==> config.mk <==
export PLATFORM = sky130hd
export DESIGN_NAME = mem_scheduler_flat
export DESIGN_NICKNAME = d
export VERILOG_FILES = /design/src/rtl/mem_scheduler_if.sv /design/src/rtl/mem_scheduler.sv /design/src/flat_wrapper.sv
export SDC_FILE = /design/constraint.sdc
export NUM_CORES = 2
export LEC_CHECK = 0
export CORE_AREA = 2 2 533 535
export CTS_CLUSTER_DIAMETER = 60
export DETAILED_ROUTE_END_ITERATION = 10
export DIE_AREA = 0 0 535 537
export DONT_BUFFER_PORTS = 1
export GPL_TIMING_DRIVEN = 0
export HOLD_SLACK_MARGIN = 0.1
export PLACE_DENSITY = 0.3
export SYNTH_ARGS = -nofsm -noshare
export SYNTH_HDL_FRONTEND = slang
export SYNTH_SLANG_ARGS = --single-unit
export TNS_END_PERCENT = 100
==> constraint.sdc <==
create_clock -name clk -period 7.85 [get_ports clk]
set_input_delay 1.57 -clock clk [delete_from_list [all_inputs] [get_ports clk]]
set_output_delay 1.57 -clock clk [all_outputs]
set_load 0.01 [all_outputs]
==> src/rtl/mem_scheduler_if.sv <==
// Line-wide memory port bundle shared by the I-cache, D-cache and adapter.
// The scheduler uses the slave view; the cache/adapter side uses master.
interface mem_scheduler_if;
    logic [31:0]  inst_address;
    logic         inst_read;
    logic         inst_resp;
    logic [255:0] inst_rdata;
    logic [31:0]  data_address;
    logic         data_read;
    logic         data_write;
    logic [255:0] data_wdata;
    logic         data_resp;
    logic [255:0] data_rdata;
    logic [31:0]  mem_address;
    logic         mem_read;
    logic         mem_write;
    logic [255:0] mem_line_write;
    logic [255:0] mem_line_read;
    logic         mem_resp;

    modport slave (
        input  inst_address, inst_read,
        input  data_address, data_read, data_write, data_wdata,
        input  mem_line_read, mem_resp,
        output inst_resp, inst_rdata, data_resp, data_rdata,
        output mem_address, mem_read, mem_write, mem_line_write
    );

    modport master (
        output inst_address, inst_read,
        output data_address, data_read, data_write, data_wdata,
        output mem_line_read, mem_resp,
        input  inst_resp, inst_rdata, data_resp, data_rdata,
        input  mem_address, mem_read, mem_write, mem_line_write
    );
endinterface

==> src/rtl/mem_scheduler.sv <==
// Round-robin I/D memory port scheduler with a one-line
// next-line instruction prefetch buffer.
module mem_scheduler #(
    parameter bit PREFETCH_EN = 1'b1
) (
    input logic           clk,
    input logic           rst,
    mem_scheduler_if.slave bus
);

    typedef enum logic [2:0] {
        IDLE, INST, DATA, PREF, HIT, DONE
    } state_t;

    localparam logic GRANT_INST = 1'b0;
    localparam logic GRANT_DATA = 1'b1;

    state_t       state;
    logic         last_grant;
    logic         buf_valid;
    logic [26:0]  buf_tag;
    logic [255:0] buf_line;
    logic         pf_pending;
    logic [26:0]  pf_addr;

    logic [26:0] inst_tag;
    logic        data_req;
    logic        hit;
    logic        grant_i;
    logic        grant_d;
    logic        go_pref;

    assign inst_tag = bus.inst_address[31:5];
    assign data_req = bus.data_read | bus.data_write;
    assign hit = PREFETCH_EN && bus.inst_read && buf_valid
                 && (inst_tag == buf_tag);
    assign grant_d = !hit && data_req
                     && (!bus.inst_read || last_grant == GRANT_INST);
    assign grant_i = !hit && bus.inst_read
                     && (!data_req || last_grant == GRANT_DATA);
    assign go_pref = PREFETCH_EN && pf_pending
                     && !bus.inst_read && !data_req;

    // Responses line up with the adapter's completion pulse.
    assign bus.inst_resp = (state == HIT)
                           || (state == INST && bus.mem_resp);
    assign bus.data_resp = (state == DATA) && bus.mem_resp;
    assign bus.inst_rdata = (state == HIT) ? buf_line :
                            (state == INST && bus.mem_resp) ?
                            bus.mem_line_read : '0;
    assign bus.data_rdata = (state == DATA && bus.mem_resp) ?
                            bus.mem_line_read : '0;

    // Scheduler FSM, adapter request registers and prefetch buffer.
    always_ff @(posedge clk) begin
        if (rst) begin
            state              <= IDLE;
            last_grant         <= GRANT_INST;
            buf_valid          <= 1'b0;
            buf_tag            <= '0;
            buf_line           <= '0;
            pf_pending         <= 1'b0;
            pf_addr            <= '0;
            bus.mem_address    <= '0;
            bus.mem_read       <= 1'b0;
            bus.mem_write      <= 1'b0;
            bus.mem_line_write <= '0;
        end else begin
            unique case (state)
                IDLE: begin
                    unique case (1'b1)
                        hit: state <= HIT;
                        grant_d: begin
                            state           <= DATA;
                            last_grant      <= GRANT_DATA;
                            bus.mem_address <= {bus.data_address[31:5], 5'b0};
                            bus.mem_read    <= bus.data_read;
                            bus.mem_write   <= bus.data_write;
                            if (bus.data_write)
                                bus.mem_line_write <= bus.data_wdata;
                        end
                        grant_i: begin
                            state           <= INST;
                            last_grant      <= GRANT_INST;
                            bus.mem_address <= {inst_tag, 5'b0};
                            bus.mem_read    <= 1'b1;
                        end
                        go_pref: begin
                            state           <= PREF;
                            bus.mem_address <= {pf_addr, 5'b0};
                            bus.mem_read    <= 1'b1;
                        end
                        default: state <= IDLE;
                    endcase
                end
                INST: begin
                    if (bus.mem_resp) begin
                        state        <= DONE;
                        bus.mem_read <= 1'b0;
                        if (PREFETCH_EN) begin
                            pf_addr    <= bus.mem_address[31:5] + 27'd1;
                            pf_pending <= 1'b1;
                            buf_valid  <= 1'b0;
                        end
                    end
                end
                DATA: begin
                    if (bus.mem_resp) begin
                        state         <= DONE;
                        bus.mem_read  <= 1'b0;
                        bus.mem_write <= 1'b0;
                        if (bus.mem_write
                            && bus.mem_address[31:5] == buf_tag)
                            buf_valid <= 1'b0;
                    end
                end
                PREF: begin
                    if (bus.mem_resp) begin
                        state        <= DONE;
                        bus.mem_read <= 1'b0;
                        buf_line     <= bus.mem_line_read;
                        buf_tag      <= pf_addr;
                        buf_valid    <= 1'b1;
                        pf_pending   <= 1'b0;
                    end
                end
                HIT: begin
                    state <= DONE;
                    if (PREFETCH_EN) begin
                        pf_addr    <= inst_tag + 27'd1;
                        pf_pending <= 1'b1;
                        buf_valid  <= 1'b0;
                    end
                end
                DONE: state <= IDLE;
                default: state <= IDLE;
            endcase
        end
    end

endmodule

==> src/flat_wrapper.sv <==
// flat-port wrapper written by rule: the top's interface ports become plain ports
module mem_scheduler_flat 
#(
    parameter bit PREFETCH_EN = 1'b1
)
  (clk, rst, bus_inst_address, bus_inst_read, bus_data_address, bus_data_read, bus_data_write, bus_data_wdata, bus_mem_line_read, bus_mem_resp, bus_inst_resp, bus_inst_rdata, bus_data_resp, bus_data_rdata, bus_mem_address, bus_mem_read, bus_mem_write, bus_mem_line_write);
  mem_scheduler_if bus_i ();
  input logic clk;
  input logic rst;
  input wire logic [$bits(bus_i.inst_address)-1:0] bus_inst_address;
  input wire logic [$bits(bus_i.inst_read)-1:0] bus_inst_read;
  input wire logic [$bits(bus_i.data_address)-1:0] bus_data_address;
  input wire logic [$bits(bus_i.data_read)-1:0] bus_data_read;
  input wire logic [$bits(bus_i.data_write)-1:0] bus_data_write;
  input wire logic [$bits(bus_i.data_wdata)-1:0] bus_data_wdata;
  input wire logic [$bits(bus_i.mem_line_read)-1:0] bus_mem_line_read;
  input wire logic [$bits(bus_i.mem_resp)-1:0] bus_mem_resp;
  output wire logic [$bits(bus_i.inst_resp)-1:0] bus_inst_resp;
  output wire logic [$bits(bus_i.inst_rdata)-1:0] bus_inst_rdata;
  output wire logic [$bits(bus_i.data_resp)-1:0] bus_data_resp;
  output wire logic [$bits(bus_i.data_rdata)-1:0] bus_data_rdata;
  output wire logic [$bits(bus_i.mem_address)-1:0] bus_mem_address;
  output wire logic [$bits(bus_i.mem_read)-1:0] bus_mem_read;
  output wire logic [$bits(bus_i.mem_write)-1:0] bus_mem_write;
  output wire logic [$bits(bus_i.mem_line_write)-1:0] bus_mem_line_write;
  assign bus_i.inst_address = bus_inst_address;
  assign bus_i.inst_read = bus_inst_read;
  assign bus_i.data_address = bus_data_address;
  assign bus_i.data_read = bus_data_read;
  assign bus_i.data_write = bus_data_write;
  assign bus_i.data_wdata = bus_data_wdata;
  assign bus_i.mem_line_read = bus_mem_line_read;
  assign bus_i.mem_resp = bus_mem_resp;
  assign bus_inst_resp = bus_i.inst_resp;
  assign bus_inst_rdata = bus_i.inst_rdata;
  assign bus_data_resp = bus_i.data_resp;
  assign bus_data_rdata = bus_i.data_rdata;
  assign bus_mem_address = bus_i.mem_address;
  assign bus_mem_read = bus_i.mem_read;
  assign bus_mem_write = bus_i.mem_write;
  assign bus_mem_line_write = bus_i.mem_line_write;
  mem_scheduler #(.PREFETCH_EN(PREFETCH_EN)) u_core (.clk(clk), .rst(rst), .bus(bus_i));
endmodule
======== After elaboration in Yosys (flattened, before gate mapping) ========
Index checks and enable logic that the tools add are counted.
W data, S select, Z words.
word-level totals
  logic and storage cells ................. 84
  output and inout bits ................... 804
  input bits .............................. 582
  flip-flop bits (word level) ............. 606
cells by class
  reduce and logical (&&, ||, !) cells .... 36
  muxes and demuxes ....................... 20
  add/sub/neg operators ................... 2
  eq/ne operators ......................... 13
  bitwise gates (word level) .............. 2
operators with widths
  cell                     count
  $mux W256                3
  $pmux W32 S3             1
  $add A27 B1 Y27 const B  2
  $eq A27 B27 Y1           2
  $pmux W27 S2             1
  $mux W27                 1
  $pmux W3 S4              1
  $reduce_and A3 Y1        4
  $logic_and A1 B1 Y1      11
  $pmux W3 S3              1
  $ne A2 B2 Y1 const B     4
  $pmux W1 S2              4
  $reduce_and A2 Y1        4
  $reduce_bool A2 Y1       4
  $eq A3 B2 Y1 const B     2
  $reduce_bool A3 Y1       2
  $mux W1                  5
  $reduce_and A5 Y1        1
  $ne A2 B1 Y1 const B     2
  $pmux W1 S4              1
  $reduce_bool A4 Y1       1
  $eq A3 B1 Y1 const B     1
  $eq A3 B3 Y1 const B     1
  $logic_not A1 Y1         3
  9 further kinds          11

======== Logic depth before layout (Yosys ltp) ========
  depth after elaboration ................. 8
  gate-level depth with buffers ........... 18
  depth with buffers taken out ............ 10

======== Worst setup path after synthesis ========
OpenSTA, ideal clock, no wires.
  path type ............................... input-to-output
  start ................................... input port bus_mem_resp
  end ..................................... output port bus_inst_rdata[245]
  required time ........................... 6,280 ps
  setup slack ............................. 3,229 ps
  stages on the path ...................... 8
  arrival ................................. 3,051 ps
  cells stage by stage .................... clkbuf_1 nand2_1 or2_2 a21o_1 clkbuf_1 clkbuf_1 clkbuf_1 a21oi_1
between the ends
  longest elaborated chain between the ends .. 3
RTL lines
  what                 line                 RTL
  start, declared      flat_wrapper.sv:17   input wire logic [$bits(bus_i.mem_resp)-1:0] bus_mem_resp;
  $logic_and A1 B1 Y1  mem_scheduler.sv:49  (state == INST && bus.mem_resp) ?
  $mux W256            mem_scheduler.sv:49
  $mux W256            mem_scheduler.sv:48  assign bus.inst_rdata = (state == HIT) ? buf_line :
  end, declared        flat_wrapper.sv:19   output wire logic [$bits(bus_i.inst_rdata)-1:0] bus_inst_rdata;
No other way between the ends.

======== Worst setup path after layout ========
  start ................................... register u_core.state[2]
  end ..................................... output port bus_inst_rdata[146]
between the ends
  longest elaborated chain between the ends .. 4
  elaborated cells on any way between the ends .. 5
  those cells by class .................... 2 x eq/ne; 2 x mux; 1 x reduce/logical
RTL lines
  what                    line                 RTL
  start, declared         mem_scheduler.sv:18  state_t state;
  start signal, assigned  mem_scheduler.sv:57  state <= IDLE;
  start signal, assigned  mem_scheduler.sv:72  hit: state <= HIT;
  start signal, assigned  mem_scheduler.sv:74  state <= DATA;
  $eq A3 B1 Y1            mem_scheduler.sv:49
  $logic_and A1 B1 Y1     mem_scheduler.sv:49
  $mux W256               mem_scheduler.sv:49
  $mux W256 (*)           mem_scheduler.sv:48
Mark *: on every way between the ends. The rest lies on a longest branch, timed or not.

==> flow_summary.yaml <==
status:
  outcome: "completed"
global_route:
  grt_usage_pct: 15.9
  grt_pass1_vias: 29855
  grt_max_degree: 16
  grt_antenna_before_repair: 86
  grt-ovfl-total: 0
  grt_pass1_wl_um: 305000
yosys:
  ys_async_sr_fraction_pct: 0
  synth.area.top_cells: "dfxtp_1 42%, nand2_1 15%, a21oi_1 14%, and2_1 5.6%, nand3_1 4.8%"
  ys_ff_latch: 601
  synth_warnings: 0
  syn_avg_cell_area_sq_um: 7.01
  ys_types: 62
  ys.flop_type: "dfxtp_1"
  synth_seq_area_share_pct: 41.6
  synthesis.area_sq_um: 28900
  netlist_instances: 4119
  synth_top_area_share_pct: 41.6
  synth_edf_count: 0
  yosysTopAreaCell: "dfxtp_1"
power_and_ir_drop:
  vdd_ir_drop_max_mv: 0.162
  p_sw_uw: 4570
  leakagePower_uw: 0.0115
  p_sw_share_pct: 39.8
  internal_power_uw: 6900
  power_density_nw_per_um2: 308
  p_comb_share_pct: 24.5
  seqPwrFrac_pct: 35.1
  p_total_uw: 11500
  clock_power_share_pct: 40.5
floorplan:
  core_area_sq_um: 281000
  placementRows: 195
  ios: 1386
  start_util_pct: 10.3
  fp.dieArea_sq_um: 287000
  fp.dieW_um: 535
  die_h_um: 537
finish:
  nets: 4815
  area.growth.synth_to_final_pct: 28.9
  drive_above_1_share_pct: 4.97
  finalNonFillerCells: 8114
  utilization_pct: 13.2
clock_tree:
  hold_buffers: 0
  insertion_delay_ns: 0.81
  path_clk_slew_ns: 0.05
  clockBufferDepth: 4
  clock_sinks: 601
  cts_tree: "built"
  cts-resized-gates: 3
  cts_setup_buffers: 0
  htreeDepth: 3
  numCtsBuffers: 101
  cts_root_buffer: "clkbuf_16"
route:
  wl_met1_um: 83000
  drcViolationCount: 0
  routed-wl-met3_um: 20500
  wl_met2_um: 121000
  ant_nets: 0
  top_layer_used: "met5"
  via_per_inst: 3.86
  routedWlPerCell_um: 29.8
  dr.pass1.iters: 5
  via_count: 31334
  wl_um: 241000
  drtIter0Drc: 2262
critical_path:
  endpoint_kind: "output port"
  worstRegToRegCells: 17
  setup.worst_path.start_class: "flip-flop"
  reg2reg_from: "u_core.state[2]$_SDFFE_PP0P_"
  ff2ff_setup_slack_ns: 1.25
  crit_type: "reg2out"
  path_max_fanout: 10
  crit_arrival_ns: 5.74
  r2r_end: "u_core.pf_addr[22]$_SDFFE_PP0P_"
  worstPathRequired_ns: 6.28
place:
  gp_congestion: 0.943
  dp_hpwl_um: 202000
  place_inst: 7872
  numPortBuffers: 0
  dp_slack_ns: 0.471
sta:
  rsz0062_at_grt: "false"
  fin_crit_sh_pct: 93.1
  setup_viol: 0
  fin_ws_ns: 0.544
  final_max_slew_viol_count: 0
  period_needed_ns: 7.31
  tightest_slew_ns: 1.41
  fmax_ghz: 0.137
  hold_violations: 0
  fin_worst_skew_ns: 0.0788
  maxSlewHeadroom_pct: 5.68
run:
  cap_viol_max_count: 0
min_path:
  worstHoldPathCells: 2
  min_to: "u_core.buf_line[82]$_SDFFE_PP0P_"
  min_from: "u_core.buf_line[82]$_SDFFE_PP0P_"
  hp-class: "reg2reg"
power groups by stage:
| stage | Clock [uW] | Combinational [uW] | Sequential, uW |
|---|---|---|---|
| finish | 4640 | 2810 | 4020 |
| global route | 4920 | 3080 | 4040 |
| CTS | 4800 | 2870 | 4030 |
| detailed placement | 0 | 2860 | 4100 |
| global placement | 0 | 2850 | 4100 |
| floorplan | 0 | 1710 | 3750 |
sequential cells by signal, summed over array words and instances (netlist names):
name                       flops
u_core.buf_line              256
u_core.bus.mem_line_write    256
u_core.buf_tag                27
u_core.bus.mem_address        27
u_core.pf_addr                27
u_core.state                   3
u_core.buf_valid               1
u_core.bus.mem_read            1
u_core.bus.mem_write           1
u_core.last_grant              1
u_core.pf_pending              1
final cells by class:
class	count	area, sq um
multi-input combinational	3108	15300
clock inverter	45	558
clock buffer	133	2830
buffer	401	1580
sequential	601	12000
tap	3743	4680
inverter	13	48.8
antenna	64	160
fill	32736	244000
timing repair buffer	6	76.3
per-stage QoR:
step / area [sq um] / setup TNS (ns) / hold slack, ns
final: 37300 / 0 / 0.452
after floorplan: 28900 / 0 / 0.437
after global placement: 33600 / -193.44 / 0.442
after CTS: 37100 / 0 / 0.454
after detailed placement: 33700 / 0 / 0.447
after global routing: 37200 / 0 / 0.468
layout by cell type, fill, tap and decap left out, types with 7 or more instances in the layout:
cell type and instances:
a21oi_1 827, nand4_1 17, nand2_1 1160, clkbuf_16 102, buf_4 7, bufinv_16 9, inv_1 13, xor2_1 26
nor2_1 22, o21ai_0 264, and3_1 11, clkbuf_8 16, buf_2 8, buf_1 32, clkinv_2 13, diode_2 64
nand3_1 277, clkbuf_1 356, a31oi_1 30, xnor2_1 47, clkbuf_2 12, a311oi_1 27, a22oi_1 27, nor3_1 9
dfxtp_1 601, mux2i_1 20, inv_6 10, and2_1 257
routing by layer:
metal / up-vias / track usage (%)
met5: - / 0
met4: 30 / 10.1
met3: 425 / 5.43
met2: 1576 / 28.5
met1: 15044 / 15.7
li1: 14259 / -
critical path, stage by stage (launching register included):
cell      delay, ns
dfxtp_1        0.48
nor3b_1        0.54
buf_2          0.44
buf_2          0.40
buf_2          0.43
buf_4          0.46
buf_2          0.52
clkbuf_1       0.47
nand2_1        0.15
a21oi_1        0.98
worst max path at each step:
| stage | startpoint | endpoint | slack [ns] | depth (start not counted) |
|---|---|---|---|---|
| 2_1_floorplan | bus_mem_resp | bus_inst_rdata[245] | 3.23 | 8 |
| 3_3_place_gp | bus_inst_address[28] | u_core.bus.mem_line_write[171]$_SDFFE_PP0P_ | -1.09 | 8 |
| 3_5_place_dp | u_core.state[2]$_SDFFE_PP0P_ | bus_inst_rdata[161] | 0.47 | 9 |
| 4_1_cts | u_core.state[0]$_SDFFE_PP0P_ | bus_inst_rdata[161] | 0.20 | 10 |
| 5_1_grt | u_core.state[0]$_SDFFE_PP0P_ | bus_inst_rdata[94] | 0.31 | 10 |
| 6_report | u_core.state[2]$_SDFFE_PP0P_ | bus_inst_rdata[146] | 0.54 | 9 |
synthesized netlist by cell type (all sizes together) (8+ instances only):
cell,instances
clkbuf,353
dfxtp,601
o21ai,264
a311oi,27
a22oi,27
nand4,17
nand3,277
xnor2,47
nor4,8
xor2,26
a21oi,827
inv,13
and3,11
a31oi,30
nor3,10
and2,257
mux2i,20
nand2,1160
nor2,22
buf,48
logic make-up (layout without fill, tap and decap cells):
| kind of cell | count (synthesis) | after routing | share of synthesized area [%] |
|---|---|---|---|
| AND/OR/NAND/NOR | 1789 | 1789 | 27.4 |
| AO/OA/AOI/OAI | 1216 | 1216 | 22.3 |
| flip-flops | 601 | 601 | 41.6 |
| buffers and inverters | 414 | 598 | 5.53 |
| XOR/XNOR | 73 | 73 | 2.21 |
| multiplexers | 24 | 24 | 0.849 |
| adder cells (fa/ha/maj) | 1 | 1 | 0.0433 |
| other | 1 | 69 | 0.0130 |
Note: power is estimated with default switching activity, not from simulation.
